**config.mk**
```make
export PLATFORM = sky130hd
export DESIGN_NAME = ms_reveal
export DESIGN_NICKNAME = d
export VERILOG_FILES = /design/src/rtl/ms_reveal_pkg.sv /design/src/rtl/ms_nbr_spread.sv /design/src/rtl/ms_reveal.sv
export SDC_FILE = /design/constraint.sdc
export NUM_CORES = 1
export LEC_CHECK = 0
export CAP_MARGIN = 20
export CELL_PAD_IN_SITES_DETAIL_PLACEMENT = 0
export CELL_PAD_IN_SITES_GLOBAL_PLACEMENT = 1
export CORE_MARGIN = 2
export CORE_UTILIZATION = 37
export CTS_BUF_LIST = sky130_fd_sc_hd__clkbuf_4 sky130_fd_sc_hd__clkbuf_8
export CTS_CLUSTER_SIZE = 25
export DETAILED_ROUTE_END_ITERATION = 7
export PLACE_DENSITY = 0.88
export SETUP_SLACK_MARGIN = 0.1
export SLEW_MARGIN = 20
export SYNTH_ARGS = -nofsm -noshare
export SYNTH_HDL_FRONTEND = slang
export SYNTH_SLANG_ARGS = --single-unit
```
**constraint.sdc**
```tcl
create_clock -name clk -period 6 [get_ports clk]
set_clock_uncertainty 0.15 [all_clocks]
set_input_delay 0.6 -clock clk [delete_from_list [all_inputs] [get_ports clk]]
set_output_delay 0.6 -clock clk [all_outputs]
set_load 0.01 [all_outputs]
```
**src/rtl/ms_reveal_pkg.sv**
```systemverilog
// Shared board geometry, column masks and FSM encoding for the minesweeper reveal engine.
package ms_reveal_pkg;

    localparam int unsigned CELLS  = 64;
    localparam int unsigned ROWS   = 8;
    localparam int unsigned COLS   = 8;
    localparam int unsigned CNT_W  = 7;
    localparam int unsigned ITER_W = 6;

    localparam logic [CELLS-1:0] COL0_MASK = 64'h0101010101010101;
    localparam logic [CELLS-1:0] COL7_MASK = 64'h8080808080808080;
    localparam logic [CELLS-1:0] ALL_ONES  = {CELLS{1'b1}};

    typedef enum logic [1:0] {
        ST_IDLE   = 2'd0,
        ST_EXPAND = 2'd1,
        ST_LOST   = 2'd2,
        ST_WON    = 2'd3
    } state_t;

endpackage

```
**src/rtl/ms_nbr_spread.sv**
```systemverilog
// Combinational 8-neighbour dilation of a 64-cell board bitmap; edges never wrap across rows.
module ms_nbr_spread
    import ms_reveal_pkg::*;
(
    input  logic [CELLS-1:0] i_seed,
    output logic [CELLS-1:0] o_nbr
);

    logic [CELLS-1:0] w_no_c0;
    logic [CELLS-1:0] w_no_c7;

    // Sources in column 7 may not move to col+1, sources in column 0 may not move to col-1.
    assign w_no_c0 = i_seed & ~COL0_MASK;
    assign w_no_c7 = i_seed & ~COL7_MASK;

    assign o_nbr = (w_no_c7 << 1) | (w_no_c0 >> 1)
                 | (i_seed  << 8) | (i_seed  >> 8)
                 | (w_no_c7 << 9) | (w_no_c0 << 7)
                 | (w_no_c7 >> 7) | (w_no_c0 >> 9);

endmodule

```
**src/rtl/ms_reveal.sv**
```systemverilog
// Reveal engine: flag toggles, mine hits and ring-per-cycle flood fill with win/loss tracking.
module ms_reveal
    import ms_reveal_pkg::*;
(
    input  logic             clk,
    input  logic             rst_n,
    input  logic             clear,
    input  logic             start,
    input  logic             cmd_flag,
    input  logic [5:0]       pos,
    input  logic [CELLS-1:0] mine,
    input  logic [CELLS-1:0] is_zero,
    output logic [CELLS-1:0] revealed,
    output logic [CELLS-1:0] flagged,
    output logic [CNT_W-1:0] flag_cnt,
    output logic             busy,
    output logic             done,
    output logic             boom,
    output logic             won
);

    state_t            r_state;
    logic [ITER_W-1:0] r_iter;

    logic [CELLS-1:0]  w_seed;
    logic [CELLS-1:0]  w_nbr;
    logic [CELLS-1:0]  w_grow;
    logic [CELLS-1:0]  w_next_rev;

    assign w_seed     = revealed & is_zero & ~mine;
    assign w_grow     = w_nbr & ~mine & ~flagged & ~revealed;
    assign w_next_rev = revealed | w_grow;

    ms_nbr_spread u_spread (
        .i_seed (w_seed),
        .o_nbr  (w_nbr)
    );

    always_ff @(posedge clk) begin
        if (!rst_n || clear) begin
            r_state  <= ST_IDLE;
            r_iter   <= '0;
            revealed <= '0;
            flagged  <= '0;
            flag_cnt <= '0;
            busy     <= 1'b0;
            done     <= 1'b0;
            boom     <= 1'b0;
            won      <= 1'b0;
        end else begin
            done <= 1'b0;
            case (r_state)
                ST_IDLE: begin
                    if (start) begin
                        if (cmd_flag) begin
                            if (!revealed[pos]) begin
                                flagged[pos] <= ~flagged[pos];
                                flag_cnt     <= flagged[pos] ? flag_cnt - CNT_W'(1)
                                                             : flag_cnt + CNT_W'(1);
                            end
                            done <= 1'b1;
                        end else if (flagged[pos] || revealed[pos]) begin
                            done <= 1'b1;
                        end else if (mine[pos]) begin
                            revealed <= revealed | mine;
                            boom     <= 1'b1;
                            done     <= 1'b1;
                            r_state  <= ST_LOST;
                        end else begin
                            revealed[pos] <= 1'b1;
                            busy          <= 1'b1;
                            r_iter        <= '0;
                            r_state       <= ST_EXPAND;
                        end
                    end
                end
                ST_EXPAND: begin
                    revealed <= w_next_rev;
                    r_iter   <= r_iter + ITER_W'(1);
                    // The iteration cap only matters if mine/is_zero change mid-fill.
                    if (w_grow == '0 || r_iter == {ITER_W{1'b1}}) begin
                        busy <= 1'b0;
                        done <= 1'b1;
                        if ((w_next_rev | mine) == ALL_ONES) begin
                            won     <= 1'b1;
                            r_state <= ST_WON;
                        end else begin
                            r_state <= ST_IDLE;
                        end
                    end
                end
                default: begin
                end
            endcase
        end
    end

endmodule

```
==> reports/metrics.cfg, run 1 <==
[yosys]
synth_top_family_by_area=simple AND/OR/NAND/NOR gates
synth.top_cells.by_area=dfxtp_1 (26%), nand2_1 (6.3%), a21oi_1 (6.1%), mux2i_1 (5.0%), nor2_1 (4.9%)
ys_seq_area_share_pct=25.88
syn_nets=1623
synth-xor-area-share_pct=0.5392
synthMuxAreaShare_pct=10.27
synth.yosys.warnings=0
synth_cell_type_count=78
syn_area_mm2=0.01137
avgSynthCellArea_um2=7.699
yosys.area.top_type=dfxtp_1
synth-compound-area-share_pct=26.60
synth-edff-count=0
ys_async_sr_fraction_pct=0
synth-main-ff-cell=dfxtp_1
ys_ff_latch=147
syn_inst=1477
synthSimpleGateAreaFrac_pct=30.95
synth_top_area_share_pct=25.88
synthAdderAreaFrac_pct=0.8363

[clock_network]
h-tree-depth=4
cts_sinks=147
hold_buffers=0
tritoncts=done
post_cts_resized=0
cts_setup_buffers=0
cts_buffer_depth=2
numCtsBuffers=17
root_buffer=clkbuf_8
insertion_delay_ns=0.49
cts.clk_slew.worst_paths_ns=0.11

[pwr]
vdd_ir_drop_max_v=0.0001651
p_sw_share_pct=35.38
p_int_uw=1648
power_switching_uw=902.6
power_leakage_uw=0.005428
clkPwrFrac_pct=37.6
seqPwrFrac_pct=39.2
power_density_mw_per_mm2=172.4
p_comb_share_pct=23.2

[critical_path]
r2r-end=r_state[0]$_SDFFE_PP0P_
rrSetupSlack_ns=1.41
cp_max_fo=6
cp-start-kind=input port
end_kind=flop
rr_startpoint=revealed[30]$_SDFFE_PP0P_
crit_required_ns=6.19
crit_type=in2reg
cp.arrival_ns=5.13
r2r_cells=10

[placement]
dpl_cell_area_mm2=0.01434
dp.cells=2078
port_buffers=277
gp_congestion=1.066
dpl.hpwl_um=51140

[sta]
finalMaxSlewViolations=0
rsz0062_at_grt=false
fin_crit_sh_pct=82.29
setup_viol=0
slew_headroom_pct=23.08
finalSetupTns_ns=0
hold_viol_final=0
tightest_slew_ns=1.143
final_period_minus_worst_setup_slack_ns=4.937
fmax_mhz=202.5

[grt]
grt_max_degree=75
grt-ovfl-total=0
grt_use_total_pct=41.32
first_global_vias=13410
grt_pass1_wl_um=95390
grt_antenna_before_repair=3

[cells_and_area]
final_area_mm2=0.01480
layout_common_cells=clkdlybuf4s50_1 (274), nand2_1 (191), nor2_1 (148)
area_growth_pct=30.13
final_common_cell=clkdlybuf4s50_1
finalNetCount=1847
nFillCells=3044
drive_gt1_share_pct=7.001
instances_no_fill=2114

[floorplanning]
num_io_pins=278
fp.dieH_um=179.3
initial_core_util_pct=37.37
design.core.area_mm2=0.03043
dieWidth_um=179.3
num_rows=64
dieArea_mm2=0.03215

[hold_path]
worstHoldPathCells=2
hold_class=reg2reg
min_to=won$_SDFFE_PP0P_
hp-start=won$_SDFFE_PP0P_

[route]
wl_um=68200
drtIter0Drc=2485
drc=1
routed_via_density=6.916
first_pass_iters=8
routedWlPerCell_um=32.26
ant_nets=0
dr_total_vias=14620

[status]
failed_checks=DRC
status=complete, but fails checks

[run]
drv_cap=0

-- layout make-up --
type,count,area [um^2],share of cell area [%]
clock inverter,13,188.9,1.277
multi-input combinational,1213,7891,53.33
clock buffer,19,255.2,1.725
sequential,147,2943,19.89
inverter,22,82.58,0.5581
timing repair buffer,300,2930,19.80
tap,396,495.5,3.349
antenna,4,10.01,0.06765
-- cell usage after synthesis, types with 24 or more instances --
library cell and number:
nand2_1 192, nor2_1 148, dfxtp_1 147, a21oi_1 139, nor3_1 70, nand3b_1 61
clkbuf_1 59, mux2i_1 57, or3_1 57, o31a_1 49, a311oi_1 30, nor4_1 24
o21ai_0 24
-- per-layer routing --
metal	part of all wire [%]	routed length, um	up-vias	track usage [%]
met2	42	28460	1253	60.01
met3	13	9202	259	12.26
met5	0	0	-	0
li1	-	-	6082	-
met1	38	25950	7026	54.33
met4	6.7	4582	0	23.45
-- power by group through the flow --
stage          sequential, uW  combinational, uW  clock, uW
2_1_floorplan            1020                302          0
3_3_place_gp             1020                561          0
3_5_place_dp             1020                564          0
4_1_cts                   999                568        953
5_1_grt                  1000                616        987
6_report                 1000                592        959
-- through the flow --
stage	setup slack (ns)	utilization, %	hold slack (ns)	total power, uW
after floorplan	1.494	-	0.2798	1321
after global placement	0.9884	47.13	0.2928	1583
after detailed placement	0.9660	47.13	0.3130	1586
after CTS	1.456	48.59	0.3272	2520
after global routing	1.126	48.59	0.3494	2604
final	1.063	48.63	0.3313	2551
-- flip-flops by register name, indices dropped and copies added, names as in the netlist --
name and cells:
boom 1, flagged 64, r_iter 6, won 1, busy 1, r_state 2
flag_cnt 7, done 1, revealed 64
-- how the worst max path moves through the flow --
stage	end	cells past startpoint	slack (ns)	start
CTS	r_iter[3]$_SDFFE_PP0P_	11	1.46	pos[1]
floorplan	flag_cnt[6]$_SDFFE_PP0P_	21	1.49	pos[1]
finish	r_state[0]$_SDFFE_PP0P_	11	1.06	mine[30]
global route	r_iter[5]$_SDFFE_PP0P_	11	1.13	pos[1]
global placement	r_state[0]$_SDFFE_PP0P_	11	0.99	mine[30]
detailed placement	r_iter[3]$_SDFFE_PP0P_	10	0.97	pos[1]
-- kinds of logic after synthesis --
| family | count (synthesis) |
|---|---|
| flops | 147 |
| fa+ha+maj | 7 |
| simple gates | 685 |
| buf+inv | 117 |
| xor+xnor | 7 |
| mux | 87 |
| compound gates | 427 |
-- critical path: stages --
cell             delay, ns
clkdlybuf4s50_1       0.62
nand3b_1              0.37
nand2_1               0.29
nor4_1                1.02
o41ai_1               0.38
a211oi_1              0.77
o211ai_1              0.23
nor4_1                0.40
buf_4                 0.22
or2_2                 0.15
a211oi_1              0.07
Power figures use the tool's default switching activity.
==> inputs of run 2 (changes only) <==
CORE_UTILIZATION = 34   (was 37)
PLACE_DENSITY = 0.86   (was 0.88)
clock period = 4.05 ns   (was 6 ns; I/O delays follow)
==> run 2 against run 1 <==
Compared with the run above:
- the run now ends clean
- global-route usage is 0.38 points higher
- sequential power is 48% higher
- combinational power is 74% higher
- utilization is 2.8 points higher
- register-to-register slack worse by 1.3 ns
- count of clock-buffer cells in the layout is 1 lower
- non-clock buffer count is 256 higher
- wire length is 10% higher
- sequential cell count stayed put
- final cell count is 14% higher
- via count is 7.0% higher
- largest cell class unchanged
- highest routed layer is now met5
==> reports/metrics.cfg, run 2 (synthesis gave the netlist of run 1 again) <==
[floorplanning]
dieArea_mm2=0.03492
design.core.area_mm2=0.03270
fp.dieH_um=186.9
dieWidth_um=186.9
num_io_pins=278
initial_core_util_pct=34.77
num_rows=66

[clock_network]
cts.clk_slew.worst_paths_ns=0.10
cts_setup_buffers=0
h-tree-depth=4
insertion_delay_ns=0.55
root_buffer=clkbuf_8
cts_sinks=147
tritoncts=done
hold_buffers=0
cts_buffer_depth=2
numCtsBuffers=17

[critical_path]
r2r_cells=11
cpPeakStageDelay_ns=0.62
rrSetupSlack_ns=0.09
r2r-end=r_state[0]$_SDFFE_PP0P_
crit_top_cell=buf_4
cp-start-kind=input port
crit_chain=clkdlybuf4s50_1 -> and3b_1 -> nand2b_1 -> o41ai_1 -> buf_4 -> o32ai_1 -> nor4_1 -> nand4_1 -> nor4_2 -> buf_4 -> or2_2 -> a211oi_1
crit_type=in2reg
cp_max_fo=4
end_kind=flop
slowest_stage=o41ai_1
cp.arrival_ns=4.24
rr_startpoint=revealed[46]$_SDFFE_PP0P_
crit_required_ns=4.27

[sta]
finalMaxSlewViolations=0
finalSetupTns_ns=0
rsz0062_at_grt=false
fin_crit_sh_pct=99.38
fmax_mhz=248.5
hold_viol_final=0
slew_headroom_pct=23.64
tightest_slew_ns=1.143
setup_viol=0
worst_slack_ns=0.02529
final_period_minus_worst_setup_slack_ns=4.025

[cells_and_area]
drive_gt1_share_pct=19.19
layout_common_cells=clkdlybuf4s50_1 (274), buf_4 (273), nand2_1 (192)
area_growth_pct=48.02
finalNetCount=2103
reg_top3=flagged x64, revealed x64, flag_cnt x7
final_common_cell=clkdlybuf4s50_1

[grt]
grt_antenna_before_repair=9
grt_pass1_wl_um=105900
grt-ovfl-total=0
grt_max_degree=67
first_global_vias=14700
grt_use_total_pct=41.70

[route]
drc=0
routed_via_density=6.467
wl_um=75110
dr_total_vias=15640
ant_nets=0
drtIter0Drc=2385
routedWlPerCell_um=31.06
first_pass_iters=6

[placement]
dpl.hpwl_um=58710
gp_congestion=1.087
pre_cts_ws_ns=-0.4191
port_buffers=277

[hold_path]
hold_class=reg2reg
worstHoldPathCells=2
min_to=won$_SDFFE_PP0P_
hp-start=won$_SDFFE_PP0P_

[status]
status=finished, final reports clean

[pwr]
power_density_mw_per_mm2=227.7
power_leakage_uw=0.006668
vdd_ir_drop_max_v=0.0002617

[run]
drv_cap=0

==> run 2: cell count changes in the layout (fill, tap and decap cells not counted), sizes merged <==
cell / before / now
buf: 26 / 282
diode: 4 / 6
inv: 27 / 29
clkbuf: 19 / 18
bufinv: 3 / 2
==> run 2: worst max path at each step <==
stage | from | endpoint | slack [ns]
6_report | mine[47] | r_state[0]$_SDFFE_PP0P_ | 0.03
5_1_grt | mine[47] | r_state[0]$_SDFFE_PP0P_ | 0.12
4_1_cts | mine[47] | r_state[0]$_SDFFE_PP0P_ | 0.22
3_5_place_dp | mine[47] | r_state[0]$_SDFFE_PP0P_ | -0.42
3_3_place_gp | mine[47] | r_state[0]$_SDFFE_PP0P_ | -0.42
2_1_floorplan | pos[1] | flag_cnt[6]$_SDFFE_PP0P_ | 0.11
==> run 2: area by class of cell <==
type                       instances  area, um^2
fill                            3241       15870
multi-input combinational       1213        7899
timing repair buffer             556        4927
sequential                       147        2943
tap                              442       553.0
clock buffer                      18       247.7
clock inverter                    14       163.9
inverter                          22       82.58
antenna                            6       15.01
==> run 2: worst max-delay path, delay by kind of cell <==
| family | cells | cell delay (ns) |
|---|---|---|
| simple gates | 6 | 1.96 |
| buf+inv | 3 | 1.05 |
| compound gates | 3 | 0.81 |
==> run 2: power breakdown <==
group | switching (uW) | internal (uW) | leakage (uW) | total [uW]
registers | 18.4 | 1460 | 0.00118 | 1480
clock network | 743 | 584 | 0.000211 | 1330
logic | 604 | 426 | 0.00527 | 1030
total | 1370 | 2470 | 0.00667 | 3830
==> run 2: layer usage <==
metal	vias to the layer above	track usage (%)	part of all wire (%)
li1	6632	-	-
met1	7565	55.09	40
met2	1209	60.65	42
met3	224	14.58	13
met4	8	19.38	4.8
met5	-	0	0.060
==> run 2: through the flow <==
stage	instance area (um^2)	total power, uW	cells	utilization, %	hold WS (ns)
2_1_floorplan	11390	1961	1477	-	0.2798
3_3_place_gp	16390	2488	2380	50.13	0.2864
3_5_place_dp	16400	2494	2380	50.15	0.2946
4_1_cts	16820	3795	2412	51.42	0.3092
5_1_grt	16820	3928	2413	51.43	0.3325
6_report	16830	3832	2418	51.47	0.3044
==> run 2: what timing repair did <==
| action | 4_1_cts | 5_1_grt |
|---|---|---|
| endpoints found under the setup margin | 1 | 0 |
| gates resized for setup | 1 | 0 |
| endpoints found under the hold margin | 0 | 0 |
